[config.mk]
export PLATFORM = sky130hd
export DESIGN_NAME = rtr_route_hold
export DESIGN_NICKNAME = d
export VERILOG_FILES = /design/src/rtl/rtr_route_hold_pkg.sv /design/src/rtl/rtr_route_fifo.sv /design/src/rtl/rtr_route_hold.sv
export SDC_FILE = /design/constraint.sdc
export NUM_CORES = 1
export LEC_CHECK = 0
export CAP_MARGIN = 25
export CELL_PAD_IN_SITES_DETAIL_PLACEMENT = 0
export CELL_PAD_IN_SITES_GLOBAL_PLACEMENT = 2
export CORE_MARGIN = 5
export CORE_UTILIZATION = 27
export DETAILED_ROUTE_END_ITERATION = 8
export PLACE_DENSITY_LB_ADDON = 0.1
export SETUP_SLACK_MARGIN = 0.1
export SYNTH_ARGS = -nofsm -noshare
export SYNTH_HDL_FRONTEND = slang
export SYNTH_SLANG_ARGS = --single-unit
[constraint.sdc]
create_clock -name clk -period 1.89 [get_ports clk]
set_input_delay 0.2835 -clock clk [delete_from_list [all_inputs] [get_ports clk]]
set_output_delay 0.2835 -clock clk [all_outputs]
set_load 0.005 [all_outputs]
[src/rtl/rtr_route_hold_pkg.sv]
// Shared router definitions used by the route holding stage, the route
// filter and the VC allocator.
//   - default routing dimensions (ports, resource classes, route FIFO depth)
//   - per-VC route control FSM state encoding
//   - bit positions inside the route holding stage error vector
package rtr_route_hold_pkg;

    // Routing constants
    localparam int NUM_PORTS            = 5;
    localparam int NUM_RESOURCE_CLASSES = 2;
    localparam int ROUTE_FIFO_DEPTH     = 2;

    // Per-VC route control state
    typedef enum logic [1:0] {
        RH_IDLE    = 2'd0,   // no packet route queued
        RH_WAIT_VC = 2'd1,   // route presented, waiting for an output VC
        RH_ACTIVE  = 2'd2    // VC held, packet flits draining
    } rh_state_e;

    // Error vector layout
    localparam int ERR_W          = 3;
    localparam int ERR_OVERFLOW   = 0;  // head arrived with route FIFO full
    localparam int ERR_UNDERFLOW  = 1;  // tail left with no route queued
    localparam int ERR_TAIL_NO_VC = 2;  // tail left before a VC was granted

endpackage

[src/rtl/rtr_route_fifo.sv]
// Small register FIFO holding packet routes.
//   clk, reset      clock, asynchronous active-low reset
//   push, push_data write request and data
//   pop             read request (removes the entry shown on pop_data)
//   pop_data        current head entry (registered storage, no bypass)
//   full, empty     occupancy flags
//   count           number of stored entries
// A push while full is accepted only when a pop happens in the same cycle;
// a pop while empty is ignored.
module rtr_route_fifo #(
    parameter int WIDTH = 7,
    parameter int DEPTH = 2
) (
    input  logic                         clk,
    input  logic                         reset,
    input  logic                         push,
    input  logic [WIDTH-1:0]             push_data,
    input  logic                         pop,
    output logic [WIDTH-1:0]             pop_data,
    output logic                         full,
    output logic                         empty,
    output logic [$clog2(DEPTH+1)-1:0]   count
);

    localparam int PTR_W = (DEPTH > 1) ? $clog2(DEPTH) : 1;
    localparam int CNT_W = $clog2(DEPTH + 1);

    logic [WIDTH-1:0] mem_q [DEPTH];
    logic [WIDTH-1:0] mem_d [DEPTH];
    logic [PTR_W-1:0] wr_ptr_q, wr_ptr_d;
    logic [PTR_W-1:0] rd_ptr_q, rd_ptr_d;
    logic [CNT_W-1:0] count_q, count_d;
    logic             push_ok, pop_ok;

    // Pointers wrap modulo DEPTH, which need not be a power of two.
    function automatic logic [PTR_W-1:0] next_ptr(input logic [PTR_W-1:0] p);
        return (p == PTR_W'(DEPTH - 1)) ? '0 : p + PTR_W'(1);
    endfunction

    assign full    = (count_q == CNT_W'(DEPTH));
    assign empty   = (count_q == '0);
    assign pop_ok  = pop & ~empty;
    assign push_ok = push & (~full | pop_ok);

    always_comb begin
        mem_d    = mem_q;
        wr_ptr_d = wr_ptr_q;
        rd_ptr_d = rd_ptr_q;
        count_d  = count_q;
        if (push_ok) begin
            mem_d[wr_ptr_q] = push_data;
            wr_ptr_d        = next_ptr(wr_ptr_q);
        end
        if (pop_ok) begin
            rd_ptr_d = next_ptr(rd_ptr_q);
        end
        case ({push_ok, pop_ok})
            2'b10:   count_d = count_q + CNT_W'(1);
            2'b01:   count_d = count_q - CNT_W'(1);
            default: count_d = count_q;
        endcase
    end

    always_ff @(posedge clk or negedge reset) begin
        if (!reset) begin
            for (int i = 0; i < DEPTH; i++) begin
                mem_q[i] <= '0;
            end
            wr_ptr_q <= '0;
            rd_ptr_q <= '0;
            count_q  <= '0;
        end else begin
            mem_q    <= mem_d;
            wr_ptr_q <= wr_ptr_d;
            rd_ptr_q <= rd_ptr_d;
            count_q  <= count_d;
        end
    end

    assign pop_data = mem_q[rd_ptr_q];
    assign count    = count_q;

endmodule

[src/rtl/rtr_route_hold.sv]
// Per-input-VC route holding stage, upstream of the route filter.
// Captures the lookahead route of each arriving head flit, queues it, and
// presents the route of the packet at the head of the VC buffer until that
// packet's tail leaves. Also sequences the VC allocation request.
//   clk, reset                 clock, asynchronous active-low reset
//   flit_valid_in/head_in      flit written into the VC buffer / is a head
//   route_in_op/route_in_orc   one-hot lookahead port / resource class
//   vc_gnt                     output VC granted to this input VC
//   flit_sent/flit_sent_tail   flit left the buffer / it was a tail
//   route_valid/op/orc         held route of the current packet
//   vc_req                     VC allocation request for the current packet
//   route_count                queued routes including the current one
//   errors                     one-cycle pulses: overflow, underflow,
//                              tail sent without VC
//   dbg_state                  control FSM state
// Handshake: a head is accepted whenever flit_valid_in & flit_head_in is
// high (no backpressure); a packet ends when flit_sent & flit_sent_tail is
// high; vc_gnt only counts while vc_req is high. All outputs come from
// flops, so there is no input-to-output combinational path.
module rtr_route_hold
    import rtr_route_hold_pkg::*;
#(
    parameter int num_ports            = NUM_PORTS,
    parameter int num_resource_classes = NUM_RESOURCE_CLASSES,
    parameter int route_fifo_depth     = ROUTE_FIFO_DEPTH
) (
    input  logic                                   clk,
    input  logic                                   reset,
    input  logic                                   flit_valid_in,
    input  logic                                   flit_head_in,
    input  logic [num_ports-1:0]                   route_in_op,
    input  logic [num_resource_classes-1:0]        route_in_orc,
    input  logic                                   vc_gnt,
    input  logic                                   flit_sent,
    input  logic                                   flit_sent_tail,
    output logic                                   route_valid,
    output logic [num_ports-1:0]                   route_op,
    output logic [num_resource_classes-1:0]        route_orc,
    output logic                                   vc_req,
    output logic [$clog2(route_fifo_depth+1)-1:0]  route_count,
    output logic [ERR_W-1:0]                       errors,
    output rh_state_e                              dbg_state
);

    localparam int RW    = num_ports + num_resource_classes;
    localparam int CNT_W = $clog2(route_fifo_depth + 1);

    logic             push_req, pop_req;
    logic             push_en, pop_en;
    logic             fifo_full, fifo_empty;
    logic             more_after_pop;
    logic [RW-1:0]    rd_data;
    logic [CNT_W-1:0] fifo_count;

    rh_state_e        state_q, state_d;
    logic [ERR_W-1:0] errors_q, errors_d;

    assign push_req = flit_valid_in & flit_head_in;
    assign pop_req  = flit_sent & flit_sent_tail;

    // Same acceptance rules as inside the FIFO; needed here for the FSM
    // and the error pulses.
    assign pop_en  = pop_req & ~fifo_empty;
    assign push_en = push_req & (~fifo_full | pop_en);

    // After a pop another route remains if more than one was queued or a
    // new head arrives in the same cycle.
    assign more_after_pop = (fifo_count > CNT_W'(1)) | push_en;

    rtr_route_fifo #(
        .WIDTH (RW),
        .DEPTH (route_fifo_depth)
    ) u_route_fifo (
        .clk       (clk),
        .reset     (reset),
        .push      (push_en),
        .push_data ({route_in_op, route_in_orc}),
        .pop       (pop_en),
        .pop_data  (rd_data),
        .full      (fifo_full),
        .empty     (fifo_empty),
        .count     (fifo_count)
    );

    // Control FSM; a pop always wins over a simultaneous grant.
    always_comb begin
        state_d = state_q;
        case (state_q)
            RH_IDLE: begin
                if (push_en) state_d = RH_WAIT_VC;
            end
            RH_WAIT_VC: begin
                if (pop_en)      state_d = more_after_pop ? RH_WAIT_VC : RH_IDLE;
                else if (vc_gnt) state_d = RH_ACTIVE;
            end
            RH_ACTIVE: begin
                if (pop_en)      state_d = more_after_pop ? RH_WAIT_VC : RH_IDLE;
            end
            default: state_d = RH_IDLE;
        endcase
    end

    always_comb begin
        errors_d                 = '0;
        errors_d[ERR_OVERFLOW]   = push_req & fifo_full & ~pop_en;
        errors_d[ERR_UNDERFLOW]  = pop_req & fifo_empty;
        errors_d[ERR_TAIL_NO_VC] = pop_req & (state_q == RH_WAIT_VC);
    end

    always_ff @(posedge clk or negedge reset) begin
        if (!reset) begin
            state_q  <= RH_IDLE;
            errors_q <= '0;
        end else begin
            state_q  <= state_d;
            errors_q <= errors_d;
        end
    end

    assign route_valid = (state_q != RH_IDLE);
    assign vc_req      = (state_q == RH_WAIT_VC);
    assign route_op    = fifo_empty ? '0 : rd_data[RW-1 -: num_ports];
    assign route_orc   = fifo_empty ? '0 : rd_data[num_resource_classes-1:0];
    assign route_count = fifo_count;
    assign errors      = errors_q;
    assign dbg_state   = state_q;

endmodule

Word-level counts from Yosys, hierarchy flattened:

Cells that the tools add are included.

* add/sub/neg operators: 4
* $lt $le $gt $ge: 4
* equal/unequal tests: 8
* mux-type cells: 17
* bitwise logic cells: 18
* reduce and logical (&&, ||, !) cells: 6

Operators by type and width (count)
* $mux W7: 4
* $bwmux W14: 1
* $and A1 B1 Y1: 10
* $mux W2: 5
* $demux W7 S1: 1
* $eq A2 B2 Y1 const B: 3
* $pmux W2 S3: 1
* $mux W5: 1
* $eq A2 B1 Y1 const B: 2
* $ge A2 B2 Y1 const B: 2
* $logic_not A2 Y1: 2
* $ne A2 B2 Y1 const B: 2
* $not A1 Y2: 2
* $pmux W2 S2: 1
* $reduce_bool A2 Y1: 2
* $mux W1: 3
* $ne A3 B2 Y1 const B: 1
* $not A1 Y1: 3
* $or A1 B1 Y1: 3
* $reduce_and A3 Y1: 1
* $add A1 B1 Y1 const B: 2
* $add A2 B1 Y2 const B: 1
* $gt A2 B1 Y1 const B: 1
* $lt A2 B1 Y1 const B: 1
* other kinds (2): 2

* flip-flop bits (word level): 23
* input port bits: 14
* output and inout bits: 16
* logic and storage cells: 64

Depth between registers and ports, before layout:

* depth in word-level cells: 9
* mapped depth: 8
* depth with buffers taken out: 7

Modules after synthesis:

From an unflattened synthesis, not the netlist that was laid out.

* cells, all modules: 85
* area total of the unflattened synthesis: 1113.6 sq um

Modules (own cells, without submodules)
* rtr_route_fifo: times used 1, cells each 55, area each 815.8 sq um, seq. area each 450.4 sq um
* rtr_route_hold: times used 1, cells each 30, area each 297.8 sq um, seq. area each 125.1 sq um

Worst setup path before layout:

No wires, ideal clock.

* path kind: reg-to-reg
* from: register u_route_fifo.count_q[0] (netlist: u_route_fifo.count[0])
* to: register u_route_fifo.mem_q[10] (netlist name)
* library setup time: 125 ps
* arrival time: 1723 ps
* required time: 1765 ps
* slack: 42 ps
* stages on the path, launching flop included: 7
* buffers on the path: 1
* clock period less this slack: 1848 ps
* path through: dfrtp_1 inv_1 ha_1 buf_6 nand3b_4 a211oi_4 mux2_2

* word-level cells in the longest chain between the ends: 6
* elaborated cells between the ends (all ways): 10
* those cells by class: eq/ne: 1; bitwise: 8; reduce/logical: 1

Ends and longest elaborated chain
* from (decl): RTL line rtr_route_fifo.sv:32 `logic [CNT_W-1:0] count_q, count_d;`
* from (signal assigned): RTL line rtr_route_fifo.sv:76 `count_q <= count_d;`
* $logic_not A2 Y1: RTL line rtr_route_fifo.sv:41 `assign empty = (count_q == '0);`
* $not A1 Y1: RTL line rtr_route_fifo.sv:42, rtr_route_hold.sv:63
* $and A1 B1 Y1: RTL line rtr_route_hold.sv:63 `assign pop_en = pop_req & ~fifo_empty;`
* $or A1 B1 Y1 or $and A1 B1 Y1 (tied branches): RTL line rtr_route_hold.sv:64, rtr_route_fifo.sv:42
* $and A1 B1 Y1 or $or A1 B1 Y1 (tied branches): RTL line rtr_route_hold.sv:64, rtr_route_fifo.sv:43
* $and A1 B1 Y1 (*): RTL line rtr_route_fifo.sv:43 `assign push_ok = push & (~full | pop_ok);`
* to (signal assigned): RTL line rtr_route_fifo.sv:73 `mem_q <= mem_d;`
* to (decl): RTL line rtr_route_fifo.sv:28 `logic [WIDTH-1:0] mem_q [DEPTH];`

Every way passes the cells marked *; elsewhere a longest branch is shown, timed or not.
A chain may end at the register's enable or synchronous reset.

Worst setup path in the final report:

* from: register u_route_fifo.count_q[1] (netlist: u_route_fifo.count[1])
* to: register u_route_fifo.mem_q[13] (netlist name)

The elaborated chain is that of the path after synthesis.

==> results_dict.tcl <==
set metrics [dict create \
    clock_path_buffers 2 \
    syn_nets 104 \
    design_area_sq_mm 0.001672 \
    synthCells 86 \
    multiInputGateArea_sq_um 546.8 \
    wire_per_inst_microns 13.63 \
    power_leakage_nw 0.7849 \
    cp_cell_sequence "inv_2 > ha_4 > buf_12 > nand3b_4 > a211oi_4 > buf_6 > mux2_4" \
    finalClockSkew_ps 8.466 \
    root_buffer "clkbuf_8" \
    hold_viol 0 \
    ant_nets 0 \
    num_rows 23 \
    drive_above_1_share_pct 34.33 \
    drt_pass1_iterations 3 \
    critPathKind "flop to flop" \
    cts_buffers 3 \
    arrival_ps 1940 \
    fin_tns_setup_ps 0 \
    placed_area_sq_mm 0.001506 \
    cts_tree "built" \
    ys_seq_area_share_pct 52.57 \
    layout_min_cycle_time_ps 1795 \
    globalRouteOverflowTotal 0 \
    placeableCoreArea_sq_mm 0.003971 \
    maxClockFrequency_ghz 0.5571 \
    slew_viol_final 0 \
    vias_per_cell 4.321 \
    io_buffers 29 \
    status "complete, no violations" \
    clk_pin_slew_ps 90 \
    grt_max_degree 24 \
    fill_cells 404 \
    finalCritPeriodShare_pct 94.97 \
    h-tree-depth 1 \
    syn_avg_cell_area_sq_um 12.73 \
    num_vias 795 \
    synth_top_area_share_pct 52.57 \
    grt_pass1_wl_mm 4.071 \
    grtUsageTotal_pct 9.997 \
    drv_cap 0 \
    drc 0 \
    cpPeakStageDelay_ps 370 \
    io_pins 30 \
    drt_iter0_markers 17 \
    dp_hpwl_mm 1.819 \
    start_kind "flop" \
    critPathMaxFanout 7 \
    r2r_cells 7 \
    synth_area_leaders "dfrtp_1, mux2_2, mux2i_1, ha_1, xnor2_1" \
    worst_pin_slew_ps 309.0 \
    hp-class "input port to asynchronous set/reset pin" \
    cp.required_ps 2040 \
    die_h_microns 73.68 \
    antenna_found_initial 0 \
    slowest_stage "dfrtp_1" \
    syn_area_sq_mm 0.001095 \
    postCtsHoldBufs 0 \
    setup_viol 0 \
    area_growth_pct 52.69 \
    die_w_microns 73.68 \
    regArea_sq_um 576.8 \
    finalWirelength_mm 2.507 \
    ys_types 22 \
    num_antenna_cells 0 \
    floorplan.initialDensity_pct 27.57 \
    ys_ff_latch 23 \
    place_congestion 0.6713 \
    rsz0062_at_grt "yes" \
    grt_pass1_vias 848 \
    critPathCaptureType "flop" \
    nets 153 \
    die-area_sq_mm 0.005428 \
    yosys.area.top_type "dfrtp_1" \
    irDropWorstVdd_v 0.0005602 \
    clk_latency_ps 270 \
    rrSetupSlack_ps 100 \
    cts_sinks 23 \
    relSlewSlack_pct 79.40 \
    synth-warning-count 0 \
    power.density_mw_per_mm2 1536 \
]
==> final cells by class <==
cell class | instances | share of cell area [%]
clock inverter | 1 | 0.2994
multi-input combinational | 58 | 32.71
tap | 50 | 3.743
clock buffer | 3 | 2.470
sequential | 23 | 34.51
inverter | 3 | 0.6737
timing repair buffer | 46 | 25.60
==> cells in the final DEF, fill, tap and decap left out, types with 2 or more instances in the layout <==
cell type        instances
nor2b_1                  2
mux2_2                   7
o21ai_0                  3
buf_4                   15
mux2i_1                  7
nor2_1                   8
ha_4                     2
a21oi_1                  3
nand2_1                  3
clkdlybuf4s50_1         21
dfrtp_1                 22
inv_1                    2
clkbuf_8                 3
xnor2_1                  4
dlygate4sd2_1            7
ha_1                     2
mux2_4                   7
==> sequential cells by signal, summed over array words and instances (netlist names) <==
| signal | flops |
|---|---|
| dbg_state | 2 |
| errors | 3 |
| u_route_fifo.count | 2 |
| u_route_fifo.mem_q | 14 |
| u_route_fifo.rd_ptr_q | 1 |
| u_route_fifo.wr_ptr_q | 1 |
==> layer usage <==
| metal | track usage [%] | vias to the layer above | share of wire, % |
|---|---|---|---|
| met5 | 0 | - | 0 |
| met3 | 4.104 | 2 | 7.3 |
| met2 | 16.63 | 20 | 46 |
| met1 | 11.97 | 384 | 46 |
| met4 | 2.414 | 0 | 0.68 |
| li1 | - | 389 | - |
==> stage by stage <==
stage	power [mW]	hold WS, ps	instances	setup WS, ps	utilization [%]
after floorplan	1.515	-12.09	86	77.94	-
after global placement	2.140	488.8	172	47.75	37.93
after detailed placement	2.153	495.6	172	19.73	37.93
after CTS	2.487	383.7	179	95.22	40.11
after global routing	2.770	407.0	184	43.25	42.09
final	2.567	374.3	184	95.12	42.09
==> cell families after synthesis <==
group	count (synthesis)	synth area share [%]
flip-flops	23	52.57
multiplexers	21	20.80
AND/OR/NAND/NOR	20	10.29
AO/OA/AOI/OAI	9	6.171
buffers and inverters	5	2.400
XOR/XNOR	4	3.200
adder cells (fa/ha/maj)	4	4.572
==> synthesized netlist by cell type (all sizes together) <==
cell and instances:
dfrtp 23, mux2 14, nor2 8, mux2i 7, a21oi 4, ha 4, xnor2 4, inv 3
nand2 3, nor2b 3, o21ai 3, and3 2, a211oi 1, a21o 1, buf 1, clkbuf 1
nand3 1, nand3b 1, nor3b 1, or2 1
==> worst max-delay path, delay by kind of cell, from the launching register on <==
kind / cells / cell delay [ps]
simple gates: 1 / 190
compound gates: 1 / 260
buf+inv: 3 / 370
fa+ha+maj: 1 / 170
mux: 1 / 310
flops: 1 / 370
==> where the power goes <==
group	total, mW	leakage [nW]	internal, mW	switching, mW
clock	0.306	0.0255	0.147	0.159
sequential	0.850	0.279	0.718	0.132
combinational	1.41	0.481	0.895	0.516
total	2.57	0.785	1.76	0.807
==> worst paths after layout <==
path,start,end
max,u_route_fifo.count[1]$_DFFE_PN0P_,u_route_fifo.mem_q[13]$_DFFE_PN0P_
min,reset,u_route_fifo.mem_q[4]$_DFFE_PN0P_
max reg2reg,u_route_fifo.count[1]$_DFFE_PN0P_,u_route_fifo.mem_q[13]$_DFFE_PN0P_
min reg2reg,u_route_fifo.mem_q[2]$_DFFE_PN0P_,u_route_fifo.mem_q[2]$_DFFE_PN0P_
max in group asynchronous,reset,dbg_state[1]$_DFFE_PN0P_
min in group clk,u_route_fifo.mem_q[2]$_DFFE_PN0P_,u_route_fifo.mem_q[2]$_DFFE_PN0P_
==> what timing repair did <==
item | 4_1_cts | 5_1_grt
pin swaps | 1 | 2
buffers inserted | 3 | 5
setup endpoints to repair | 8 | 15
resized for setup | 10 | 10
cloned | 0 | 0
Note: power is estimated with default switching activity, not from simulation.
